**config.mk**
```make
export PLATFORM = sky130hd
export DESIGN_NAME = fifo_rd_packer_flat
export DESIGN_NICKNAME = d
export VERILOG_FILES = /design/src/rtl/fifo_rd_pack_pkg.sv /design/src/rtl/fifo_rd_pack_if.sv /design/src/rtl/fifo_rd_pack_oreg.sv /design/src/rtl/fifo_rd_packer.sv /design/src/flat_wrapper.sv
export SDC_FILE = /design/constraint.sdc
export NUM_CORES = 1
export LEC_CHECK = 0
export CAP_MARGIN = 20
export CORE_MARGIN = 10
export CORE_UTILIZATION = 40
export DETAILED_ROUTE_END_ITERATION = 16
export PLACE_DENSITY_LB_ADDON = 0.25
export SLEW_MARGIN = 0
export SYNTH_ARGS = -nofsm -noshare
export SYNTH_HDL_FRONTEND = slang
export SYNTH_HIERARCHICAL = 1
export SYNTH_SLANG_ARGS = --single-unit
export TNS_END_PERCENT = 5
```
**constraint.sdc**
```tcl
create_clock -name r_clk_i -period 1.3 [get_ports r_clk_i]
set_input_delay 0.26 -clock r_clk_i [delete_from_list [all_inputs] [get_ports r_clk_i]]
set_output_delay 0.26 -clock r_clk_i [all_outputs]
set_load 0.005 [all_outputs]
```
**src/rtl/fifo_rd_pack_pkg.sv**
```systemverilog
// fifo_rd_pack_pkg: state type and default widths shared by fifo_rd_packer.
package fifo_rd_pack_pkg;
  localparam int NIB_W_DEF = 4;
  localparam int CNT_W_DEF = 16;
  typedef enum logic [1:0] {S_NONE, S_HALF, S_PAIR} state_t;
endpackage

```
**src/rtl/fifo_rd_pack_if.sv**
```systemverilog
// fifo_rd_pack_if: FIFO read port plus packed-word stream of fifo_rd_packer.
interface fifo_rd_pack_if import fifo_rd_pack_pkg::*; #(
  parameter int NIB_W = NIB_W_DEF
);
  logic empty_i;
  logic rd_en_o;
  logic [NIB_W-1:0] rd_data_i;
  logic flush_i;
  logic m_valid_o;
  logic m_ready_i;
  logic [2*NIB_W-1:0] m_data_o;
  modport master (
    input empty_i, rd_data_i, flush_i, m_ready_i,
    output rd_en_o, m_valid_o, m_data_o
  );
  modport slave (
    output empty_i, rd_data_i, flush_i, m_ready_i,
    input rd_en_o, m_valid_o, m_data_o
  );
endinterface

```
**src/rtl/fifo_rd_pack_oreg.sv**
```systemverilog
// fifo_rd_pack_oreg: valid/ready output register; data holds while stalled.
module fifo_rd_pack_oreg import fifo_rd_pack_pkg::*; #(
  parameter int W = 2*NIB_W_DEF
) (
  input  logic         r_clk_i,
  input  logic         r_rst_i,
  input  logic         ld,
  input  logic [W-1:0] d,
  input  logic         ready,
  output logic         valid,
  output logic [W-1:0] data,
  output logic         free
);
  assign free = !valid || ready;
  always_ff @(posedge r_clk_i or posedge r_rst_i)
    if (r_rst_i) begin
      valid <= 1'b0;
      data <= '0;
    end else begin
      valid <= ld || (valid && !ready);
      if (ld) data <= d;
    end
endmodule

```
**src/rtl/fifo_rd_packer.sv**
```systemverilog
// fifo_rd_packer: packs pairs of FIFO nibbles into words {second, first}.
// Optional FIFO_RD_PACK_STAT_EN adds byte_cnt_o, a wrapping handshake count.
module fifo_rd_packer import fifo_rd_pack_pkg::*; #(
  parameter int NIB_W = NIB_W_DEF,
  parameter int CNT_W = CNT_W_DEF
) (
  input logic r_clk_i,
  input logic r_rst_i,
  fifo_rd_pack_if.master bus
`ifdef FIFO_RD_PACK_STAT_EN
  , output logic [CNT_W-1:0] byte_cnt_o
`endif
);
  state_t st, st_nx;
  logic inflight, cap, ld, free;
  logic [1:0] used;
  logic [2*NIB_W-1:0] pair;
  assign ld = st == S_PAIR && free;
  assign cap = inflight && !bus.flush_i;
  // a pair moving to the output register frees both slots on that edge, keeping 1 word / 3 cycles
  assign used = (st == S_PAIR && !ld) ? 2'd2 : st == S_HALF ? 2'd1 : 2'd0;
  assign bus.rd_en_o = !r_rst_i && !bus.empty_i && !bus.flush_i && (used + {1'b0, inflight} < 2'd2);
  always_comb begin
    st_nx = st;
    if (bus.flush_i || ld) st_nx = S_NONE;
    else if (cap) st_nx = st == S_NONE ? S_HALF : S_PAIR;
  end
  always_ff @(posedge r_clk_i or posedge r_rst_i)
    if (r_rst_i) begin
      st <= S_NONE;
      inflight <= 1'b0;
      pair <= '0;
    end else begin
      st <= st_nx;
      inflight <= bus.rd_en_o;
      if (cap && st == S_NONE) pair[NIB_W-1:0] <= bus.rd_data_i;
      if (cap && st == S_HALF) pair[2*NIB_W-1:NIB_W] <= bus.rd_data_i;
    end
  fifo_rd_pack_oreg #(.W(2*NIB_W)) u_oreg (
    .r_clk_i(r_clk_i),
    .r_rst_i(r_rst_i),
    .ld(ld),
    .d(pair),
    .ready(bus.m_ready_i),
    .valid(bus.m_valid_o),
    .data(bus.m_data_o),
    .free(free)
  );
`ifdef FIFO_RD_PACK_STAT_EN
  always_ff @(posedge r_clk_i or posedge r_rst_i)
    if (r_rst_i) byte_cnt_o <= '0;
    else if (bus.m_valid_o && bus.m_ready_i) byte_cnt_o <= byte_cnt_o + 1'b1;
`endif
endmodule
```
**src/flat_wrapper.sv**
```systemverilog
// flat-port wrapper written by rule: the top's interface ports become plain ports
module fifo_rd_packer_flat import fifo_rd_pack_pkg::*;
#(
  parameter int NIB_W = NIB_W_DEF,
  parameter int CNT_W = CNT_W_DEF
)
  (r_clk_i, r_rst_i, bus_empty_i, bus_rd_data_i, bus_flush_i, bus_m_ready_i, bus_rd_en_o, bus_m_valid_o, bus_m_data_o);
  fifo_rd_pack_if #(.NIB_W(NIB_W)) bus_i ();
  input logic r_clk_i;
  input logic r_rst_i;
  input wire logic [$bits(bus_i.empty_i)-1:0] bus_empty_i;
  input wire logic [$bits(bus_i.rd_data_i)-1:0] bus_rd_data_i;
  input wire logic [$bits(bus_i.flush_i)-1:0] bus_flush_i;
  input wire logic [$bits(bus_i.m_ready_i)-1:0] bus_m_ready_i;
  output wire logic [$bits(bus_i.rd_en_o)-1:0] bus_rd_en_o;
  output wire logic [$bits(bus_i.m_valid_o)-1:0] bus_m_valid_o;
  output wire logic [$bits(bus_i.m_data_o)-1:0] bus_m_data_o;
  assign bus_i.empty_i = bus_empty_i;
  assign bus_i.rd_data_i = bus_rd_data_i;
  assign bus_i.flush_i = bus_flush_i;
  assign bus_i.m_ready_i = bus_m_ready_i;
  assign bus_rd_en_o = bus_i.rd_en_o;
  assign bus_m_valid_o = bus_i.m_valid_o;
  assign bus_m_data_o = bus_i.m_data_o;
  fifo_rd_packer #(.NIB_W(NIB_W), .CNT_W(CNT_W)) u_core (.r_clk_i(r_clk_i), .r_rst_i(r_rst_i), .bus(bus_i));
endmodule
```
==> flow_summary.ini <==
[placed_design]
dp.cells = 107
dp_hpwl_um = 1220
port_buffers = 18
place.gp.congestion = 0.764

[yosys]
seq_area_frac_synth_pct = 58.9
yosys_warnings = 6
synthCells = 54
synth.largest_area_cell = dfrtp_1
synth_area_per_cell_um2 = 15.7
synth.distinct_cells = 16
synth_area_leaders = dfrtp_1, mux2_4, mux2_2, nand2b_1, nor3b_4
synth_fp_nets = 63
netlist_area_um2 = 850
yosys.area.top_type_share_pct = 58.9
synth_seq_cells = 20

[critical_path]
path_cells = buf_4 > nand2b_4 > nor3b_4 > mux2_2
crit_type = flip-flop to flip-flop
path_depth = 4
rr_startpoint = u_core/st[1]$_DFFE_PP0P_
crit_path_top_delay_cell = dfrtp_1
worstPathBufferInverterCount = 1
crit_end = u_core/pair[5]$_DFFE_PP0P_
startpoint = u_core/st[1]$_DFFE_PP0P_
cp-start-kind = flip-flop
path_delay_family = simple AND/OR/NAND/NOR gates
r2r-end = u_core/pair[5]$_DFFE_PP0P_
required_ns = 1.49
end_kind = flip-flop
crit_path_max_incr_delay_ns = 0.42
rr_worst_depth = 4
worst-r2r-setup-slack_ns = -0.20
cp_max_fo = 4
worstPathArrival_ns = 1.69

[timing]
setup_ws_ns = -0.204
min_period_over_period_pct = 116
slew_violations = 0
timing.setup.tns_ns = -1.99
rsz0062_at_grt = true
fin_skew_ns = 0.00970
hold_viol_final = 0
min_period_ns = 1.50
relSlewSlack_pct = 75.3
setup_violations = 17
max_freq_mhz = 665
fin_hold_ws_ns = 0.423
tightest_slew_ns = 0.370

[power]
switchingPower_w = 0.000304
pwr-share-clk_pct = 34.7
power_frac_seq_pct = 50.8
p_comb_share_pct = 14.6
internal_power_w = 0.00116
power_leakage_nw = 0.596
netSwitchingFraction_pct = 20.8
peakVddDrop_mv = 1.08
cellPowerDensity_mw_per_mm2 = 1220

[clocking]
tritoncts = built
root_buffer = clkbuf_4
cts_hold_buf = 0
cts_sinks = 20
clk_pin_slew_ns = 0.12
clk_path_buf_depth = 2
cts_buffers = 3
worstSkewPairLatency_ns = 0.30
h-tree-depth = 1

[global_routing]
grt_use_total_pct = 7.95
grt.overflow.total = 0
grt_antenna_before_repair = 0
grt_start_max_net_pins = 13
grt_pass1_wl_um = 2700
grt_pass1_vias = 579

[drt]
wl_met3_um = 111
drt_iter0_drc = 5
via_per_inst = 4.68
first_pass_iters = 2
drt_wl_total_um = 1550
wl_per_cell_um = 14.0
highest_layer = met3
dr_total_vias = 520
remaining_drc_errors = 0
wirelength_met1_um = 698
ant_nets = 0
wl_met2_um = 739

[status]
violations = setup timing
status = finished with violations

[hold_path]
hold_class = primary input to asynchronous set/reset pin

[floorplan]
start_util_pct = 42.9
ios = 19
die_x_um = 66.1
core_mm2 = 0.00198
die_area_mm2 = 0.00437
die_height_um = 66.1
num_rows = 16

[final_layout]
drive_gt1_share_pct = 47.6
n_antenna_cell = 0
layout.nets = 94
syn_to_final_growth_pct = 40.8
final_cells = 111

[flow_run]
cap_violations = 0
worst min-delay path, stage by stage:
cell             delay [ns]
clkdlybuf4s50_1        0.46
buf_4                  0.16
inv_1                  0.28
layer usage:
| layer | global-route usage [%] | up-vias |
|---|---|---|
| li1 | - | 251 |
| met1 | 9.55 | 258 |
| met2 | 12.2 | 11 |
| met3 | 3.90 | 0 |
| met4 | 2.36 | 0 |
| met5 | 0 | - |
cell type report:
type	instances	area [um^2]
clock inverter	1	30.0
multi-input combinational	30	363
sequential	20	500
inverter	3	11.3
clock buffer	3	22.5
tap	27	33.8
fill	161	786
timing repair buffer	27	235
per-stage QoR:
| stage | utilization, % | total power [W] | setup slack (ns) | area, um^2 |
|---|---|---|---|---|
| finish | 60.4 | 0.00146 | -0.204 | 1200 |
| global route | 60.4 | 0.00153 | -0.269 | 1200 |
| CTS | 59.8 | 0.00147 | -0.301 | 1190 |
| detailed placement | 56.8 | 0.000988 | -0.725 | 1120 |
| global placement | 56.8 | 0.000980 | -0.725 | 1120 |
| floorplan | - | 0.000860 | 0.0186 | 855 |
Yosys cell counts:
cell type	count
buf_6	1
o21ai_0	1
nand2_1	1
nor3b_1	1
nand2b_1	3
inv_1	3
nor3b_4	1
nor3_4	1
a21oi_1	1
mux2_4	8
nand2b_4	1
nor2_1	1
o22ai_1	1
nor4_1	1
dfrtp_1	20
mux2_2	9
power by group through the flow:
stage / Sequential, W / Clock, W / Combinational, W
detailed placement: 0.000755 / 0 / 0.000233
CTS: 0.000743 / 0.000518 / 0.000214
global route: 0.000751 / 0.000550 / 0.000234
global placement: 0.000753 / 0 / 0.000227
floorplan: 0.000751 / 0 / 0.000109
finish: 0.000741 / 0.000506 / 0.000213
state kept, by name (all words and copies together), names as in the netlist:
name and count:
u_core/st 2, u_core/u_oreg/data 8, u_core/pair 8, u_core/inflight 1, u_core/u_oreg/valid 1
worst min-delay path by stage:
stage,slack [ns],endpoint,cells past startpoint
floorplan,0.09,u_core/u_oreg/data[0]$_DFFE_PP0P_,1
global placement,0.49,u_core/u_oreg/data[3]$_DFFE_PP0P_,1
detailed placement,0.49,u_core/u_oreg/data[6]$_DFFE_PP0P_,1
CTS,0.39,u_core/u_oreg/data[2]$_DFFE_PP0P_,3
global route,0.44,u_core/pair[7]$_DFFE_PP0P_,4
finish,0.42,u_core/u_oreg/data[2]$_DFFE_PP0P_,3
logic make-up (layout without fill, tap and decap cells):
kind of cell | after synthesis | count (layout) | share of synthesized area (%)
flip-flops | 20 | 20 | 58.9
buffers and inverters | 4 | 34 | 2.65
AND/OR/NAND/NOR | 10 | 10 | 10.5
multiplexers | 17 | 17 | 26.1
AO/OA/AOI/OAI | 3 | 3 | 1.91
cell usage in the layout (no fill, tap or decap):
master           synthesis  final
buf_6                    1      1
clkdlybuf4s15_1          0      1
dlygate4sd2_1            0      9
nand2b_4                 1      2
nor4_4                   0      1
clkdlybuf4s50_1          0      7
buf_4                    0      8
nor3b_2                  0      1
buf_2                    0      1
mux2_4                   8      8
nor3b_4                  1      1
clkbuf_4                 0      3
a21oi_1                  1      1
mux2_2                   9      9
nor2_1                   1      1
dfrtp_1                 20     20
nand2b_1                 3      2
nand2_2                  0      1
bufinv_16                0      1
inv_2                    0      1
o22ai_2                  0      1
o21ai_0                  1      1
inv_1                    3      2
nor3_4                   1      1
what timing repair did:
| action | 4_1_cts | 5_1_grt |
|---|---|---|
| endpoints found under the hold margin | 0 | 0 |
| pin swaps | 2 | 1 |
| setup buffers | 0 | 0 |
| resized for setup | 20 | 2 |
| setup endpoints to repair | 26 | 18 |
(Power assumes the default switching activity.)
